===== config.mk =====
export PLATFORM = sky130hd
export DESIGN_NAME = ro_puf_engine
export DESIGN_NICKNAME = d
export VERILOG_FILES = /design/src/rtl/ro_puf_pkg.sv /design/src/rtl/ro_edge_counter.sv /design/src/rtl/ro_puf_engine.sv
export SDC_FILE = /design/constraint.sdc
export NUM_CORES = 1
export LEC_CHECK = 0
export ABC_AREA = 1
export BUFFER_PORTS_ARGS = -buffer_cell sky130_fd_sc_hd__buf_2
export CAP_MARGIN = 5
export CORE_MARGIN = 1
export CORE_UTILIZATION = 53
export DETAILED_ROUTE_END_ITERATION = 7
export HOLD_SLACK_MARGIN = 0.1
export PLACE_DENSITY = 0.78
export RECOVER_POWER = 50
export SLEW_MARGIN = 10
export SYNTH_ARGS = -nofsm -noshare
export SYNTH_HDL_FRONTEND = slang
export SYNTH_SLANG_ARGS = --single-unit
export TNS_END_PERCENT = 100

===== constraint.sdc =====
create_clock -name clock -period 2.4 [get_ports clock]
set_clock_uncertainty 0.15 [all_clocks]
set_input_delay 0.48 -clock clock [delete_from_list [all_inputs] [get_ports clock]]
set_output_delay 0.48 -clock clock [all_outputs]
set_load 0.02 [all_outputs]

===== src/rtl/ro_puf_pkg.sv =====
`default_nettype none
// ----------------------------------------------------------------------------
// ro_puf_pkg - shared FSM encoding and width helper for the RO-PUF engine
// Rev 1.0
// ----------------------------------------------------------------------------
package ro_puf_pkg;

  typedef enum logic [2:0] {
    IDLE    = 3'd0,
    SETTLE  = 3'd1,
    MEASURE = 3'd2,
    COMPARE = 3'd3,
    DONE    = 3'd4
  } state_t;

  // Smallest w with 2**w >= value (0 for value <= 1).
  function automatic int clog2(input int value);
    int r;
    r = 0;
    for (int i = 0; i < 31; i++) begin
      if ((32'd1 << i) < value) r = i + 1;
    end
    return r;
  endfunction

endpackage
`default_nettype wire


===== src/rtl/ro_edge_counter.sv =====
`default_nettype none
// ----------------------------------------------------------------------------
// ro_edge_counter - synchronised rising-edge counter for one asynchronous RO
// Rev 1.0
// ----------------------------------------------------------------------------
module ro_edge_counter #(
  parameter int CNT_W = 12
) (
  input  logic             clock,
  input  logic             reset,
  input  logic             ro,
  input  logic             clear,
  input  logic             enable,
  output logic [CNT_W-1:0] count
);

  // sync[1:0] is the two-flop synchroniser, sync[2] the edge-detect history.
  logic [2:0] sync;
  logic       rise;

  assign rise = sync[1] & ~sync[2];

  always_ff @(posedge clock or negedge reset) begin
    if (!reset) begin
      sync  <= '0;
      count <= '0;
    end else begin
      sync <= {sync[1:0], ro};
      if (clear) begin
        count <= '0;
      end else if (enable && rise && (count != '1)) begin
        count <= count + 1'b1;
      end
    end
  end

endmodule
`default_nettype wire


===== src/rtl/ro_puf_engine.sv =====
`default_nettype none
// ----------------------------------------------------------------------------
// ro_puf_engine - evaluates N_BITS RO challenge pairs into a response word
// Rev 1.0
// ----------------------------------------------------------------------------
module ro_puf_engine
  import ro_puf_pkg::*;
#(
  parameter int N_RO       = 16,
  parameter int SEL_W      = 4,
  parameter int CNT_W      = 12,
  parameter int WINDOW     = 4095,
  parameter int SETTLE_CYC = 4,
  parameter int N_BITS     = 8,
  parameter int MARGIN     = 8
) (
  input  logic                      clock,
  input  logic                      reset,
  input  logic [N_RO-1:0]           ro_in,
  input  logic                      start,
  input  logic                      abort,
  input  logic [2*SEL_W*N_BITS-1:0] challenge,
  output logic                      ro_enable,
  output logic                      busy,
  output logic                      done,
  output logic [N_BITS-1:0]         response,
  output logic [N_BITS-1:0]         unstable,
  output logic                      err,
  output logic [CNT_W-1:0]          cnt1_out,
  output logic [CNT_W-1:0]          cnt2_out
);

  localparam int PAIR_W  = 2 * SEL_W;
  localparam int IDX_W   = (N_BITS > 1) ? clog2(N_BITS) : 1;
  localparam int TMR_MAX = (WINDOW > SETTLE_CYC) ? WINDOW : SETTLE_CYC;
  localparam int TMR_W   = (TMR_MAX > 1) ? clog2(TMR_MAX) : 1;

  if ((N_RO < 2) || (clog2(N_RO) > SEL_W)) begin : g_bad_sel_w
    $error("ro_puf_engine: SEL_W too narrow for N_RO");
  end

  state_t                    state, state_nxt;
  logic [2*SEL_W*N_BITS-1:0] chal_q;
  logic [IDX_W-1:0]          idx, idx_nxt;
  logic [TMR_W-1:0]          tmr;
  logic [PAIR_W-1:0]         cur_pair, nxt_pair;
  logic [SEL_W-1:0]          sel1, sel2;
  logic                      ro_mux1, ro_mux2;
  logic                      last, cur_ok, start_ok, ge;
  logic                      cnt_clr, cnt_en;
  logic [CNT_W:0]            diff;
  logic [CNT_W-1:0]          cnt1, cnt2;

  function automatic logic pair_ok(input logic [PAIR_W-1:0] p);
    logic [SEL_W-1:0] a, b;
    a = p[SEL_W-1:0];
    b = p[PAIR_W-1:SEL_W];
    return (a != b) && (32'(a) < N_RO) && (32'(b) < N_RO);
  endfunction

  assign last     = (idx == IDX_W'(N_BITS - 1));
  assign idx_nxt  = last ? '0 : idx + 1'b1;
  assign cur_pair = chal_q[idx * PAIR_W +: PAIR_W];
  assign nxt_pair = chal_q[idx_nxt * PAIR_W +: PAIR_W];
  assign cur_ok   = pair_ok(cur_pair);
  assign sel1     = cur_pair[SEL_W-1:0];
  assign sel2     = cur_pair[PAIR_W-1:SEL_W];
  assign start_ok = (state == IDLE) && start && !abort;

  always_comb begin
    ro_mux1 = 1'b0;
    ro_mux2 = 1'b0;
    for (int i = 0; i < N_RO; i++) begin
      if (sel1 == SEL_W'(i)) ro_mux1 = ro_in[i];
      if (sel2 == SEL_W'(i)) ro_mux2 = ro_in[i];
    end
  end

  assign cnt_clr = (state == SETTLE);
  assign cnt_en  = (state == MEASURE);

  ro_edge_counter #(.CNT_W(CNT_W)) u_cnt1 (
    .clock(clock), .reset(reset), .ro(ro_mux1),
    .clear(cnt_clr), .enable(cnt_en), .count(cnt1)
  );

  ro_edge_counter #(.CNT_W(CNT_W)) u_cnt2 (
    .clock(clock), .reset(reset), .ro(ro_mux2),
    .clear(cnt_clr), .enable(cnt_en), .count(cnt2)
  );

  // One extra bit keeps the magnitude from wrapping.
  assign ge   = (cnt1 >= cnt2);
  assign diff = ge ? ({1'b0, cnt1} - {1'b0, cnt2}) : ({1'b0, cnt2} - {1'b0, cnt1});

  always_ff @(posedge clock or negedge reset) begin
    if (!reset) state <= IDLE;
    else        state <= state_nxt;
  end

  // Illegal pairs bypass SETTLE/MEASURE and are resolved in a single COMPARE.
  always_comb begin
    state_nxt = state;
    ro_enable = 1'b0;
    busy      = (state != IDLE);
    done      = 1'b0;
    case (state)
      IDLE: begin
        if (start) state_nxt = pair_ok(challenge[PAIR_W-1:0]) ? SETTLE : COMPARE;
      end
      SETTLE: begin
        ro_enable = 1'b1;
        if (tmr == TMR_W'(SETTLE_CYC - 1)) state_nxt = MEASURE;
      end
      MEASURE: begin
        ro_enable = 1'b1;
        if (tmr == TMR_W'(WINDOW - 1)) state_nxt = COMPARE;
      end
      COMPARE: begin
        ro_enable = 1'b1;
        if (last) state_nxt = DONE;
        else      state_nxt = pair_ok(nxt_pair) ? SETTLE : COMPARE;
      end
      DONE: begin
        done      = 1'b1;
        state_nxt = IDLE;
      end
      default: state_nxt = IDLE;
    endcase
    if (abort) state_nxt = IDLE;
  end

  always_ff @(posedge clock or negedge reset) begin
    if (!reset) begin
      chal_q   <= '0;
      idx      <= '0;
      tmr      <= '0;
      response <= '0;
      unstable <= '0;
      err      <= 1'b0;
    end else begin
      if (((state == SETTLE) || (state == MEASURE)) && (state_nxt == state)) tmr <= tmr + 1'b1;
      else tmr <= '0;

      if (start_ok) begin
        chal_q   <= challenge;
        idx      <= '0;
        response <= '0;
        unstable <= '0;
        err      <= 1'b0;
      end

      if ((state == COMPARE) && !abort) begin
        if (!cur_ok) begin
          response[idx] <= 1'b0;
          unstable[idx] <= 1'b1;
          err           <= 1'b1;
        end else begin
          response[idx] <= ge;
          unstable[idx] <= (32'(diff) < MARGIN);
        end
        idx <= idx_nxt;
      end
    end
  end

  assign cnt1_out = cnt1;
  assign cnt2_out = cnt2;

endmodule
`default_nettype wire


Word-level counts from Yosys, hierarchy flattened --
Cells that the tools add are included. W data, S select, Z words.
Cells by class: multiplexer cells 64, reductions and logical operators 19, magnitude comparators 4, eq/ne operators 43, add/subtract/negate cells 6, bitwise operators 7, shifts and indexed selects 2
Operators with widths (number):
- $shiftx A64 B7 Y8 | 2
- $eq A4 B4 Y1 const B | 16
- $mux W12 | 5
- $mux W8 | 6
- $mux W1 | 38
- $add A12 B1 Y12 const B | 3
- $eq A4 B3 Y1 const B | 8
- $sub A12 B12 Y13 | 2
- $mux W3 | 8
- $ne A12 B12 Y1 const B | 2
- $bwmux W8 | 2
- $eq A4 B2 Y1 const B | 4
- $lt A13 B4 Y1 const B | 1
- $mux W13 | 1
- $eq A12 B12 Y1 const B | 1
- $eq A12 B2 Y1 const B | 1
- $ge A12 B12 Y1 | 1
- $ne A4 B4 Y1 | 3
- $pmux W3 S4 | 1
- $logic_and A1 B1 Y1 | 9
- $and A8 B8 Y8 | 1
- $eq A4 B1 Y1 const B | 2
- $logic_not A4 Y1 | 2
- $not A8 Y8 | 1
- other kinds (18) | 25
Storage, ports and cells: logic and storage cells 156, register bits after elaboration 129, input bits 84, output and inout port bits 44

Logic depth before layout (Yosys ltp) --
depth in word-level cells 18, gate-level depth with buffers 20, depth with buffers taken out 19

Cells and area by module --
A second synthesis with hierarchy kept.
Second synthesis, totals: cells, all modules 1289, area total of the unflattened synthesis 8989.9 um^2
Modules (own cells, without submodules):
- ro_puf_engine | times used 1, sequential area each 2477.4 um^2, area an instance 7338.3 um^2, cells each 1065
- ro_edge_counter | times used 2, sequential area each 375.4 um^2, area an instance 825.8 um^2, cells each 112

Worst setup path before layout --
OpenSTA, ideal clock, no wires.
path type reg2reg, start point register u_cnt1.count[3], end point register unstable[0], clock period less this slack 2592 ps, arrival time 2371 ps, cell stages (with the launch flop) 20, path slack -192 ps, data required time 2179 ps, path through dfrtp_1 inv_1 ha_1 buf_2 nand2_1 inv_2 nand3_1 inv_1 nand3_1 nand3_2 nand2_1 nand3_2 buf_6 nand2_1 nand2_1 nor2_1 nand3_1 nor2_4 nor2_1 nor2_1
On the way: word-level cells in the longest chain between the ends 6
RTL lines:
- start: declaration | RTL line ro_edge_counter.sv:14 | output logic [CNT_W-1:0] count
- start signal: assignment | RTL line ro_edge_counter.sv:32 | count <= count + 1'b1;
- $sub A12 B12 Y13 or $ge A12 B12 Y1 (tied branches) | RTL line ro_puf_engine.sv:94, ro_puf_engine.sv:93
- $mux W13 * | RTL line ro_puf_engine.sv:94 | assign diff = ge ? ({1'b0, cnt1} - {1'b0, cnt2}) : ({1'b0, cnt2} - {1'b0, cnt1});
- $lt A13 B4 Y1 * | RTL line ro_puf_engine.sv:160 | unstable[idx] <= (32'(diff) < MARGIN);
- $bwmux W8 * | RTL line ro_puf_engine.sv:160
- $mux W8 * | RTL line ro_puf_engine.sv:154 | if (!cur_ok) begin
- $mux W8 * | RTL line ro_puf_engine.sv:153 | if ((state == COMPARE) && !abort) begin
- end signal: indexed assignment | RTL line ro_puf_engine.sv:160
- end: declaration | RTL line ro_puf_engine.sv:27 | output logic [N_BITS-1:0] unstable,
Mark *: on every way between the ends. The rest lies on a longest branch, timed or not. A chain may end at the register's enable or synchronous reset.

Worst setup path after layout --
start point register idx[1], end point register tmr[3]
On the way: word-level cells in the longest chain between the ends 11
RTL lines:
- start: declaration | RTL line ro_puf_engine.sv:44 | logic [IDX_W-1:0] idx, idx_nxt;
- start signal: assignment | RTL line ro_puf_engine.sv:162 | idx <= idx_nxt;
- $add A3 B1 Y3 or $eq A3 B3 Y1 (tied branches) | RTL line ro_puf_engine.sv:62, ro_puf_engine.sv:61
- $mux W3 | RTL line ro_puf_engine.sv:62 | assign idx_nxt = last ? '0 : idx + 1'b1;
- $shiftx A64 B7 Y8 | RTL line ro_puf_engine.sv:64 | assign nxt_pair = chal_q[idx_nxt * PAIR_W +: PAIR_W];
- $ne A4 B4 Y1 | RTL line ro_puf_engine.sv:58 | return (a != b) && (32'(a) < N_RO) && (32'(b) < N_RO);
- $mux W2 | RTL line ro_puf_engine.sv:122 | else state_nxt = pair_ok(nxt_pair) ? SETTLE : COMPARE;
- $mux W3 * | RTL line ro_puf_engine.sv:121 | if (last) state_nxt = DONE;
- $pmux W3 S4 * | RTL line ro_puf_engine.sv:107 | case (state)
- $mux W3 * | RTL line ro_puf_engine.sv:130 | if (abort) state_nxt = IDLE;
- $eq A3 B3 Y1 * | RTL line ro_puf_engine.sv:142 | if (((state == SETTLE) || (state == MEASURE)) && (state_nxt == state)) tmr <= tmr + 1'b1;
- $logic_and A1 B1 Y1 * | RTL line ro_puf_engine.sv:142
- $mux W12 * | RTL line ro_puf_engine.sv:142
- end signal: assignment | RTL line ro_puf_engine.sv:142
- end: declaration | RTL line ro_puf_engine.sv:45 | logic [TMR_W-1:0] tmr;
Marked as above.

==> metrics <==
status=finished with violations; failing checks=setup timing; CTS Sinks=about 130; initial detailed-routing violation count=1059; Setup Crit Path Kind=reg -> reg; die width=~130 um; Initial Util=between 50% and 60%; pre-CTS WS=-0.3241 ns; f_max=about 0.37 GHz; setup ws final=-0.3059 ns; final worst path period need=around 2.7 ns; post-synthesis async set-or-reset flop share=100.0%; Port Buffers=between 100 and 150; placed cells=1708; Layout Utilization=a little under 80%; antenna violations before repair=0; vias per cell=approximately 5.7; routed length per instance=roughly 18 um; max cap viols=0; post-route insts no fill=roughly 1.8k; hold path depth=3; H-Tree Depth=4; HPWL Detailed=19890 um; Setup crit end kind=flop; Cell Area, Synth=between 8000 and 9000 sq um; Yosys warnings=0; Post-synth EDFFs=0; vias in the first global route=roughly 9.6k; worst r2r path cells=18; Clock transition at path regs=around 0.06 ns; Antenna Violating Nets Remaining=0; DP Area=around 11000 sq um; Worst Tran Pin Value=~0.87 ns; fill count=~1000; largest net degree at the start of global routing=59; Cell Pwr Density=769.1 nW/um^2; type of origin of the critical path=flop; leakage power=roughly 6.3 nW; dominant cell type by area after synthesis=dfrtp_1; Rows=46; final setup vio count=23; register area share after synthesis=between 30% and 40%; HP Class=in -> reg; Synth top area share=37.20%; Critical Path AT=around 2.9 ns; Top Ports=128; die area=around 17000 sq um; final-report max-slew violation count=0; Antenna diodes=0; Tot GR Track Use=35.48%; final wirelength=between 30000 and 40000 um; Worst-Skew Late Latency=0.43 ns; main flop type after synthesis=dfrtp_1; Die Ht=130.0 um; CTS max path bufs=2; synthesized area per cell=7.020 sq um; crit path max fanout=8; Initial DRT Pass Iterations=6; first-pass GRT wire length=about 46000 um; Root Buffer=clkbuf_16; Mapped Cells=1236; post-route design area=between 10000 and 15000 sq um; CTS buffer count=17; CTS tree=yes; Synth area leaders=dfrtp_1 (37%), nand2_1 (15%), inv_1 (7.4%); total gr overflow=0; RSZ-0062 raised after global routing=true; Vias=10.16k; Post-Syn Nets=~1.4k; core area=15940 sq um; VDD IR-drop max=0.0006701 V; endpoints failing hold=0; Net count, final=between 1.5k and 2k; GPL Wtd Cong=between 0.9 and 1; Slew HR=a little over two fifths; # DRC=0; flops & latches, synth=between 100 and 150; synthesis-to-finish area growth=44.70%; CP required=between 2 and 3 ns; period utilization=112.7%; share of layout cells above drive strength 1=36.57%; Unique masters post-synth=50
## synth_stat cells (all sizes together), types with 2 or more instances
master	n
a21oi	54
nand3	71
ha	30
o21ai	139
xnor2	8
a211oi	4
xor2	24
o221ai	4
o211ai	6
nand2	358
inv	179
nor2	107
buf	33
clkbuf	13
nor3	22
o21bai	5
nor4	3
nand4	13
o2111ai	3
o21a	3
dfrtp	129
o22ai	14
nor3b	3
a31oi	2
## where the power goes
| group | switching, W | internal (W) |
|---|---|---|
| clock network | 0.00106 | 0.00157 |
| logic | 0.00254 | 0.00187 |
| registers | 0.000157 | 0.00246 |
| total | 0.00376 | 0.00590 |
## stage by stage
| step | hold WS [ns] | setup TNS (ns) | total power (W) |
|---|---|---|---|
| 3_3_place_gp | 0.1822 | -7.083 | 0.005735 |
| 5_1_grt | 0.1054 | -7.428 | 0.01005 |
| 2_1_floorplan | 0.03441 | -0.005568 | 0.004735 |
| 4_1_cts | 0.1004 | -2.490 | 0.008994 |
| 6_report | 0.1054 | -5.072 | 0.009657 |
| 3_5_place_dp | 0.1933 | -8.664 | 0.005801 |
## cell families after synthesis
group,synth area share [%]
xor gates and xnor gates,3.317
buffers and inverters,11.33
adders and majority gates,4.326
AOI/OAI and AO/OA,15.50
DFF,37.20
and+or+nand+nor,28.32
## final timing paths
check / start / end / slack [ns]
max: idx[1] / tmr[3] / -0.31
min: challenge[41] / chal_q[41] / 0.11
max reg2reg: idx[1] / tmr[3] / -0.31
min reg2reg: u_cnt1.sync[0] / u_cnt1.sync[1] / 0.20
max in group asynchronous: reset / response[0] / 0.27
min in group asynchronous: reset / tmr[1] / 0.55
## placed cells by master, fill, tap and decap left out, drive strengths merged, types with 5 or more instances in the layout
| master | synthesis | routed |
|---|---|---|
| o21ai | 139 | 139 |
| nand4 | 13 | 13 |
| o22ai | 14 | 14 |
| nor2 | 107 | 107 |
| buf | 33 | 328 |
| xnor2 | 8 | 8 |
| nand2 | 358 | 359 |
| o21bai | 5 | 5 |
| clkbuf | 13 | 25 |
| nand3 | 71 | 72 |
| inv | 179 | 181 |
| clkinvlp | 0 | 5 |
| clkinv | 1 | 7 |
| nor3 | 22 | 22 |
| a21oi | 54 | 54 |
| dfrtp | 129 | 129 |
| ha | 30 | 30 |
| xor2 | 24 | 24 |
| o211ai | 6 | 6 |
## critical path, stage by stage (launching register included)
cell and delay, ns:
dfrtp_1 0.39, ha_2 0.21, ha_4 0.19, inv_8 0.08, nand2_8 0.07, buf_6 0.15, a21oi_1 0.14, o21ai_1 0.09
nand2_1 0.07, nand2_1 0.09, nand2_2 0.10, o21ai_1 0.06, nor2_1 0.13, nand3_1 0.13, nand2_1 0.12, nand2_2 0.08
nand2_4 0.13, nand2_8 0.10, nor2_4 0.14
## what timing repair did
action	4_1_cts	5_1_grt
pin swaps	24	41
resized for setup	85	118
hold endpoints to repair	26	0
endpoints found under the setup margin	36	45
buffers inserted	15	16
cloned	6	3
hold buffers	2	0
## routing by layer
metal	global-route usage, %	up-vias	share of wire (%)
met5	0	-	0
met4	20.93	0	6.2
met3	7.175	189	9.1
met2	58.67	669	47
met1	43.07	4692	38
li1	-	4609	-
## sequential cells by signal, summed over array words and instances, names as in the netlist
signal        flops
u_cnt2.sync       3
u_cnt2.count     12
response          8
chal_q           64
state             3
err               1
idx               3
tmr              12
unstable          8
u_cnt1.count     12
u_cnt1.sync       3
## final cells by class
cell class	instances	area [sq um]	share of cell area (%)
multi-input combinational	883	5229	41.64
sequential	129	3249	25.88
timing repair buffer	339	2502	19.93
inverter	180	704.4	5.610
clock buffer	18	439.2	3.498
tap	216	270.3	2.152
clock inverter	14	153.9	1.226
timing repair inverter	1	7.507	0.05979
Power figures use the tool's default switching activity.
